[config.mk]
export PLATFORM = sky130hd
export DESIGN_NAME = placement_planner
export DESIGN_NICKNAME = d
export VERILOG_FILES = /design/src/rtl/placement_planner.sv
export SDC_FILE = /design/constraint.sdc
export NUM_CORES = 2
export LEC_CHECK = 0
export ABC_CLOCK_PERIOD_IN_PS = 13450
export BUFFER_PORTS_ARGS = -buffer_cell sky130_fd_sc_hd__buf_2
export CELL_PAD_IN_SITES_DETAIL_PLACEMENT = 1
export CELL_PAD_IN_SITES_GLOBAL_PLACEMENT = 2
export CORE_AREA = 2 2 330 332
export CTS_BUF_LIST = sky130_fd_sc_hd__clkbuf_4 sky130_fd_sc_hd__clkbuf_8 sky130_fd_sc_hd__clkbuf_16
export DETAILED_ROUTE_END_ITERATION = 10
export DIE_AREA = 0 0 332 334
export GPL_TIMING_DRIVEN = 0
export PLACE_DENSITY_LB_ADDON = 0.15
export SKIP_CTS_REPAIR_TIMING = 1
export SYNTH_ARGS = -nofsm -noshare
export SYNTH_HDL_FRONTEND = slang
export SYNTH_SLANG_ARGS = --single-unit
[constraint.sdc]
create_clock -name clk -period 13.45 [get_ports clk]
set_input_delay 0 -clock clk [delete_from_list [all_inputs] [get_ports clk]]
set_output_delay 0 -clock clk [all_outputs]
set_load 0.05 [all_outputs]
[src/rtl/placement_planner.sv]
// Sweeps every (rotation, column) candidate for one tile through the board simulator,
// scores legal results row-serially and keeps the best. SKIP_SYMMETRIC_EN trims redundant rotations.
module placement_planner #(
  parameter int NUM_COLS = 10,
  parameter int LINE_W   = 8,
  parameter int HEIGHT_W = 1,
  parameter int HOLE_W   = 2,
  parameter int TIMEOUT  = 64
) (
  input  logic         clk,
  input  logic         rst,
  input  logic         start_i,
  input  logic [199:0] board_i,
  input  logic [3:0]   block_i,
  output logic         busy_o,
  output logic         done_o,
  output logic         found_o,
  output logic         error_o,
  output logic [1:0]   best_rot_o,
  output logic [3:0]   best_col_o,
  output logic [15:0]  best_score_o,
  output logic [199:0] best_board_o,
  output logic         sim_request_o,
  output logic [3:0]   sim_block_o,
  output logic [3:0]   sim_col_o,
  output logic [1:0]   sim_rotation_o,
  output logic [199:0] sim_board_o,
  input  logic         sim_valid_i,
  input  logic [199:0] sim_next_board_i,
  input  logic [9:0]   sim_cleared_lines_i,
  input  logic         sim_ready_i
);
  localparam int WDW = $clog2(TIMEOUT + 1);

  typedef enum logic [2:0] {IDLE, ISSUE, WAIT, SCAN, NEXT, DONE} state_t;

  state_t        state_q, state_d;
  logic [199:0]  board_q, board_d, nb_q, nb_d, best_board_q, best_board_d;
  logic [3:0]    block_q, block_d, col_q, col_d, best_col_q, best_col_d;
  logic [1:0]    rot_q, rot_d, best_rot_q, best_rot_d, last_rot;
  logic [9:0]    lines_q, lines_d, seen_q, seen_d, row_w;
  logic          valid_q, valid_d, found_q, found_d, error_q, error_d;
  logic [4:0]    row_q, row_d, height_q, height_d;
  logic [7:0]    holes_q, holes_d;
  logic [WDW-1:0] wdog_q, wdog_d;
  logic signed [15:0] best_score_q, best_score_d, score_w;
  logic signed [31:0] score_full;

  function automatic logic [3:0] popcnt10(input logic [9:0] v);
    logic [3:0] n;
    n = '0;
    for (int i = 0; i < 10; i++) n = n + {3'b0, v[i]};
    return n;
  endfunction

`ifdef SKIP_SYMMETRIC_EN
  // O-like tile has one distinct orientation, S/Z-like tiles have two.
  always_comb begin
    if (block_q == 4'd1)                          last_rot = 2'd0;
    else if (block_q == 4'd3 || block_q == 4'd4)  last_rot = 2'd1;
    else                                          last_rot = 2'd3;
  end
`else
  assign last_rot = 2'd3;
`endif

  assign row_w      = nb_q[int'(row_q)*10 +: 10];
  assign score_full = LINE_W * int'(lines_q) - HEIGHT_W * int'(height_q) - HOLE_W * int'(holes_q);
  assign score_w    = score_full[15:0];

  always_comb begin
    state_d      = state_q;
    board_d      = board_q;
    block_d      = block_q;
    rot_d        = rot_q;
    col_d        = col_q;
    nb_d         = nb_q;
    lines_d      = lines_q;
    valid_d      = valid_q;
    row_d        = row_q;
    seen_d       = seen_q;
    holes_d      = holes_q;
    height_d     = height_q;
    wdog_d       = wdog_q;
    found_d      = found_q;
    error_d      = error_q;
    best_rot_d   = best_rot_q;
    best_col_d   = best_col_q;
    best_score_d = best_score_q;
    best_board_d = best_board_q;
    case (state_q)
      IDLE: if (start_i) begin
        board_d      = board_i;
        block_d      = block_i;
        rot_d        = '0;
        col_d        = '0;
        found_d      = 1'b0;
        error_d      = 1'b0;
        best_rot_d   = '0;
        best_col_d   = '0;
        best_score_d = 16'sh8000;
        best_board_d = '0;
        state_d      = ISSUE;
      end
      ISSUE: begin
        wdog_d  = '0;
        state_d = WAIT;
      end
      WAIT: begin
        wdog_d = wdog_q + 1'b1;
        if (sim_ready_i) begin
          valid_d  = sim_valid_i;
          nb_d     = sim_next_board_i;
          lines_d  = sim_cleared_lines_i;
          row_d    = '0;
          seen_d   = '0;
          holes_d  = '0;
          height_d = '0;
          state_d  = sim_valid_i ? SCAN : NEXT;
        end else if (wdog_q == WDW'(TIMEOUT - 1)) begin
          error_d = 1'b1;
          state_d = DONE;
        end
      end
      SCAN: begin
        // A hole is an empty cell with something already seen above it in that column.
        seen_d  = seen_q | row_w;
        holes_d = holes_q + {4'b0, popcnt10(~row_w & seen_q)};
        if (seen_q == '0 && row_w != '0) height_d = 5'd20 - row_q;
        row_d = row_q + 1'b1;
        if (row_q == 5'd19) state_d = NEXT;
      end
      NEXT: begin
        if (valid_q) begin
          found_d = 1'b1;
          if (score_w > best_score_q) begin
            best_rot_d   = rot_q;
            best_col_d   = col_q;
            best_score_d = score_w;
            best_board_d = nb_q;
          end
        end
        state_d = ISSUE;
        if (col_q == 4'(NUM_COLS - 1)) begin
          col_d = '0;
          if (rot_q == last_rot) state_d = DONE;
          else                   rot_d   = rot_q + 1'b1;
        end else begin
          col_d = col_q + 1'b1;
        end
      end
      DONE:    state_d = IDLE;
      default: state_d = IDLE;
    endcase
  end

  always_ff @(posedge clk) begin
    if (rst) begin
      state_q      <= IDLE;
      board_q      <= '0;
      block_q      <= '0;
      rot_q        <= '0;
      col_q        <= '0;
      nb_q         <= '0;
      lines_q      <= '0;
      valid_q      <= 1'b0;
      row_q        <= '0;
      seen_q       <= '0;
      holes_q      <= '0;
      height_q     <= '0;
      wdog_q       <= '0;
      found_q      <= 1'b0;
      error_q      <= 1'b0;
      best_rot_q   <= '0;
      best_col_q   <= '0;
      best_score_q <= 16'sh8000;
      best_board_q <= '0;
    end else begin
      state_q      <= state_d;
      board_q      <= board_d;
      block_q      <= block_d;
      rot_q        <= rot_d;
      col_q        <= col_d;
      nb_q         <= nb_d;
      lines_q      <= lines_d;
      valid_q      <= valid_d;
      row_q        <= row_d;
      seen_q       <= seen_d;
      holes_q      <= holes_d;
      height_q     <= height_d;
      wdog_q       <= wdog_d;
      found_q      <= found_d;
      error_q      <= error_d;
      best_rot_q   <= best_rot_d;
      best_col_q   <= best_col_d;
      best_score_q <= best_score_d;
      best_board_q <= best_board_d;
    end
  end

  assign busy_o         = (state_q == ISSUE) || (state_q == WAIT) || (state_q == SCAN) || (state_q == NEXT);
  assign done_o         = (state_q == DONE);
  assign found_o        = found_q;
  assign error_o        = error_q;
  assign best_rot_o     = best_rot_q;
  assign best_col_o     = best_col_q;
  assign best_score_o   = best_score_q;
  assign best_board_o   = best_board_q;
  assign sim_request_o  = (state_q == ISSUE);
  assign sim_block_o    = block_q;
  assign sim_col_o      = col_q;
  assign sim_rotation_o = rot_q;
  assign sim_board_o    = board_q;

endmodule

; After elaboration in Yosys (flattened, before gate mapping)
; Cells that the tools add are included.
[word_totals]
ff_bits = 683
input_bits = 419
elab_cells = 127
[classes]
add_sub_neg = 17
multipliers = 1
order_cmp = 1
n_eq_ne = 20
shift = 1
mux = 44
bitwise = 3
n_reduce_logical = 21
[op_table]
columns = cell, count
row1 = $mux 200, 3
row2 = $pmux 200 s2, 1
row3 = $shiftx 200x10->10, 1
row4 = $mux 16, 3
row5 = $pmux 16 s2, 1
row6 = $add 4x1->4, 6
row7 = $mux 3, 7
row8 = $ne 2x2->1 const B, 10
row9 = $pmux 10 s2, 1
row10 = $pmux 5 s2, 2
row11 = $gt 15x16->1, 1
row12 = $mux 4, 4
row13 = $pmux 4 s2, 2
row14 = $pmux 8 s2, 1
row15 = $pmux 3 s5, 1
row16 = $sub 14x10->15, 1
row17 = $pmux 7 s2, 1
row18 = $sub 13x5->14, 1
row19 = $reduce_and 4->1, 3
row20 = $and 10x10->10, 1
row21 = $logic_not 10->1, 1
row22 = $mux 10, 1
row23 = $mux 2, 5
row24 = $mux 5, 2
row25 = other kinds (31), 48

; Logic depth before layout (Yosys ltp)
[depth]
word_depth = 15
mapped_depth = 25
depth_no_buf = 23

; Least setup slack after synthesis
; No wires, ideal clock.
[synth_path]
path_kind = register to register
start = reg height_q[3]
end = reg best_col_q[0], in the netlist best_col_o[0]
arrival_time_ns = 4.715
slack_ns = 8.618
stages_incl_launch_ff = 26
path_buffers = 3
period_less_slack_ns = 4.832
cell_sequence = dfxtp_1 inv_1 ha_1 nor4b_1 o21a_1 buf_2 nor2_1 xor2_1 ha_1 o21ai_0 a21oi_1 o41a_1 nor3_1 a21oi_1 inv_1 ha_1 nand4_1 nor4_1 a21boi_1 or3_1 a211oi_1 o22a_1 nor2_1 buf_2 buf_4 a22o_1
[synth_via]
elab_chain_len = 5
[synth_rtl]
columns = item, line
row1 = from (decl), 43  ; logic [4:0] row_q, row_d, height_q, height_d;
row2 = from (signal assigned), 190  ; height_q <= height_d;
row3 = $sub 13x5->14, 68  ; assign score_full = LINE_W * int'(lines_q) - HEIGHT_W * int'(height_q) - HOLE_W * int'(holes_q);
row4 = $sub 14x10->15, 68
row5 = $gt 15x16->1, 136  ; if (score_w > best_score_q) begin
row6 = $ne 2x2->1 (no source line), --
row7 = $reduce_and 4->1 (no source line), --
row8 = to (signal assigned), 195  ; best_col_q <= best_col_d;
row9 = to (decl), 39  ; logic [3:0] block_q, block_d, col_q, col_d, best_col_q, best_col_d;
; Every way passes these cells.
; A chain may end at the register's enable or synchronous reset.

; Final worst setup path
[layout_path]
start = reg height_q[3]
end = reg best_board_q[102], in the netlist best_board_o[102]
[layout_via]
elab_chain_len = 5
[layout_rtl]
columns = item, line
row1 = $sub 13x5->14, 68
row2 = $sub 14x10->15, 68
row3 = $gt 15x16->1, 136
row4 = $ne 2x2->1 (no source line), --
row5 = $reduce_and 4->1 (no source line), --
row6 = to (signal assigned), 197  ; best_board_q <= best_board_d;
row7 = to (decl), 38  ; logic [199:0] board_q, board_d, nb_q, nb_d, best_board_q, best_board_d;
; Every way passes these cells.

==> results.ini <==
[outcome]
outcome=finished, final reports clean

[grt]
via_count_of_the_first_global_routing_pass=25800
grt_first_pass_wirelength_um=187000
grtUsageTotal_pct=23.0
global_route.overflow_total=0
grt_antenna_before_repair=18
largest_net_degree_at_the_start_of_global_routing=13

[final_layout]
area_growth_syn_to_layout_pct=51.2
layout-drive-gt1-share_pct=26.0
num-fill-cells=12800
final_net_count=4778
stdcell_count=5807
final_util_pct=36.7

[synthesis]
ys_async_sr_fraction_pct=0
ys_warn_count=0
syn_inst=2950
synth-seq-cells=683
yosysSeqAreaShare_pct=52.3
syn_avg_cell_area_sq_um=8.86
synthesis.area_sq_um=26100
yosys.cell_count.top_type=nand2_1
synth_top_cell_area_share_pct=52.3
synth_flop_cell=dfxtp_1
synthesized_netlist_net_count=3415
post_synth_most_frequent_cells=nand2_1 (882), dfxtp_1 (683), a21oi_1 (471)
synth_enable_flop_cells=0
synthDistinctLibCells=63
yosysTopAreaCell=dfxtp_1
synth.area.top_cells=dfxtp_1 (52%), nand2_1 (13%), a21oi_1 (9.0%), a22o_1 (7.4%), mux4_2 (2.8%)

[power]
power.total_uw=7000
power-per-cell-area_nw_per_um2=177
p_leak_uw=0.0168
worst_ir_drop_vdd_mv=0.0972

[critical_path]
reg2reg_depth=25
timing.critical_path.arrival_ns=6.96
cp-end-kind=register
regToRegStartpoint=height_q[3]
r2r_slack_ns=7.09
setup.worst_path.start_class=register
worstSetupPathType=reg2reg
timing.rr.end=best_board_o[102]
critical_path_peak_fanout=10
worst-endpoint-required_ns=14.06

[min_path]
min-delay-path-class=in2reg
hp-start=board_i[17]
timing.hold.worst_endpoint=sim_board_o[17]
holdPathStages=4

[drt]
detailedRoute.firstIterationViolations=1196
first_pass_iters=4
wl_per_cell_um=23.2
remaining_drc_errors=0
dr_total_vias=26900
totalWireLength_um=135000
detail-route-antenna-nets=0
drt-vias-per-instance=4.62

[sta]
timing.final.hold_violations=0
timing.max_slew.rel_slack_pct=25.9
timing.fmax_mhz=157
max_slew.worst_pin.slew_ns=1.11
min_period_ns=6.36
setup_viol=0
setup_total_negative_slack_ns=0
final_max_slew_viol_count=0
post-route-worst-setup-slack_ns=7.09
final_min_period_over_clock_period_pct=47.3
unrepaired_setup_endpoints_after_global_routing=no
finClkSkew_ns=0.0188

[job]
max_cap_violations=0

[cts]
cts_buffers=86
cts-root-buf=clkbuf_16
cts_sinks=683
worstSkewPairLatency_ns=0.67
cts.path.max_buffers=3
tritoncts=done
cts-htree-levels=3
worst_setup_hold_path_clk_slew_ns=0.06

[placement]
dp_cells=5220
finalWeightedCongestion=0.810
pre_cts_slack_ns=6.96
detailedPlacementHpwl_um=104000
total_of_buffers_placed_on_input_and_output_ports=855

[die]
core-area_sq_um=108000
top_level_ports=856
std_cell_rows=121
die-width_um=332
die_h_um=334
initial_utilization_pct=24.2
floorplan.die_area_sq_um=111000

==> how the worst max path moves through the flow <==
stage	start	end	slack (ns)	depth (start not counted)
finish	height_q[3]	best_board_o[102]	7.09	25
global placement	height_q[3]	best_board_o[39]	6.97	25
CTS	height_q[3]	best_board_o[161]	6.91	25
global route	height_q[3]	best_board_o[102]	6.34	25
floorplan	height_q[3]	best_col_o[0]	8.62	25
detailed placement	height_q[0]	best_board_o[60]	6.96	24
==> placed cells by master, fill, tap and decap left out, types with 16 or more instances in the layout <==
cell and n:
buf_4 21, ha_1 38, inv_1 51, xnor2_1 18
nor3_1 21, clkbuf_8 25, buf_2 905, mux2i_1 16
a21oi_1 471, mux4_2 33, dfxtp_1 683, o21ai_0 21
nor2_1 88, dlygate4sd3_1 419, clkbuf_16 87, clkbuf_4 17
nand2_1 882, clkbuf_1 141, a22o_1 220
==> flip-flops by register name (all words and copies together) (netlist names), 2 cells and up <==
signal and flops:
sim_rotation_o 2, row_q 5, nb_q 200, wdog_q 7
best_rot_o 2, best_score_o 16, sim_block_o 4, sim_board_o 200
best_board_o 200, seen_q 10, height_q 5, holes_q 8
lines_q 10, sim_col_o 4, state_q 3, best_col_o 4
==> report_power, final <==
part / total, uW / switching, uW / internal [uW] / leakage [uW]
Combinational: 2110 / 1480 / 622 / 0.00975
Sequential: 2370 / 149 / 2220 / 0.00554
Clock: 2520 / 983 / 1540 / 0.00154
==> layer usage <==
layer	track usage, %	wire, um
met1	29.2	59400
met2	40.1	66600
met3	4.75	5450
met4	5.03	3200
met5	0	40
==> worst max-delay path: stages, from the launching register on <==
cell and delay [ns]:
dfxtp_1 0.33, inv_1 0.06, ha_1 0.33, nor4b_1 0.31
o21a_1 0.15, buf_2 0.22, nor2_1 0.08, xor2_1 0.15
ha_1 0.33, o21ai_0 0.22, a21oi_1 0.09, o41ai_1 0.55
inv_1 0.12, nor3_1 0.22, a21o_1 0.19, ha_1 0.15
nand4_1 0.14, nor4_1 0.43, a21boi_1 0.28, nor4_1 0.10
a21oi_1 0.16, and3_1 0.17, clkbuf_1 0.22, clkbuf_1 0.70
buf_2 0.40, a22o_1 0.17
==> stage by stage <==
step / cell area, sq um / hold WS, ns
finish: 39500 / 0.114
CTS: 35300 / -0.489
global route: 39500 / 0.0952
detailed placement: 32200 / 0.248
floorplan: 26100 / 0.136
global placement: 32200 / 0.242
==> kinds of logic after synthesis <==
| logic type | count (synthesis) | synth area share, % |
|---|---|---|
| xor+xnor | 24 | 0.804 |
| fa+ha+maj | 46 | 2.43 |
| flops | 683 | 52.3 |
| simple gates | 1076 | 16.4 |
| mux | 65 | 4.49 |
| buf+inv | 277 | 4.71 |
| compound gates | 779 | 18.9 |
==> final cells by class <==
| class | count | area (sq um) | share of cell area (%) |
|---|---|---|---|
| Tap cell | 1414 | 1770 | 4.48 |
| Timing Repair Buffer | 1275 | 8490 | 21.5 |
| Multi-Input combinational cell | 1990 | 11200 | 28.4 |
| Clock inverter | 29 | 443 | 1.12 |
| Inverter | 51 | 191 | 0.484 |
| Antenna cell | 10 | 25.0 | 0.0633 |
| Clock buffer | 129 | 2650 | 6.70 |
| Sequential cell | 683 | 13700 | 34.6 |
| Buffer | 226 | 1040 | 2.63 |
No activity file was read; power rests on OpenSTA's default activity.
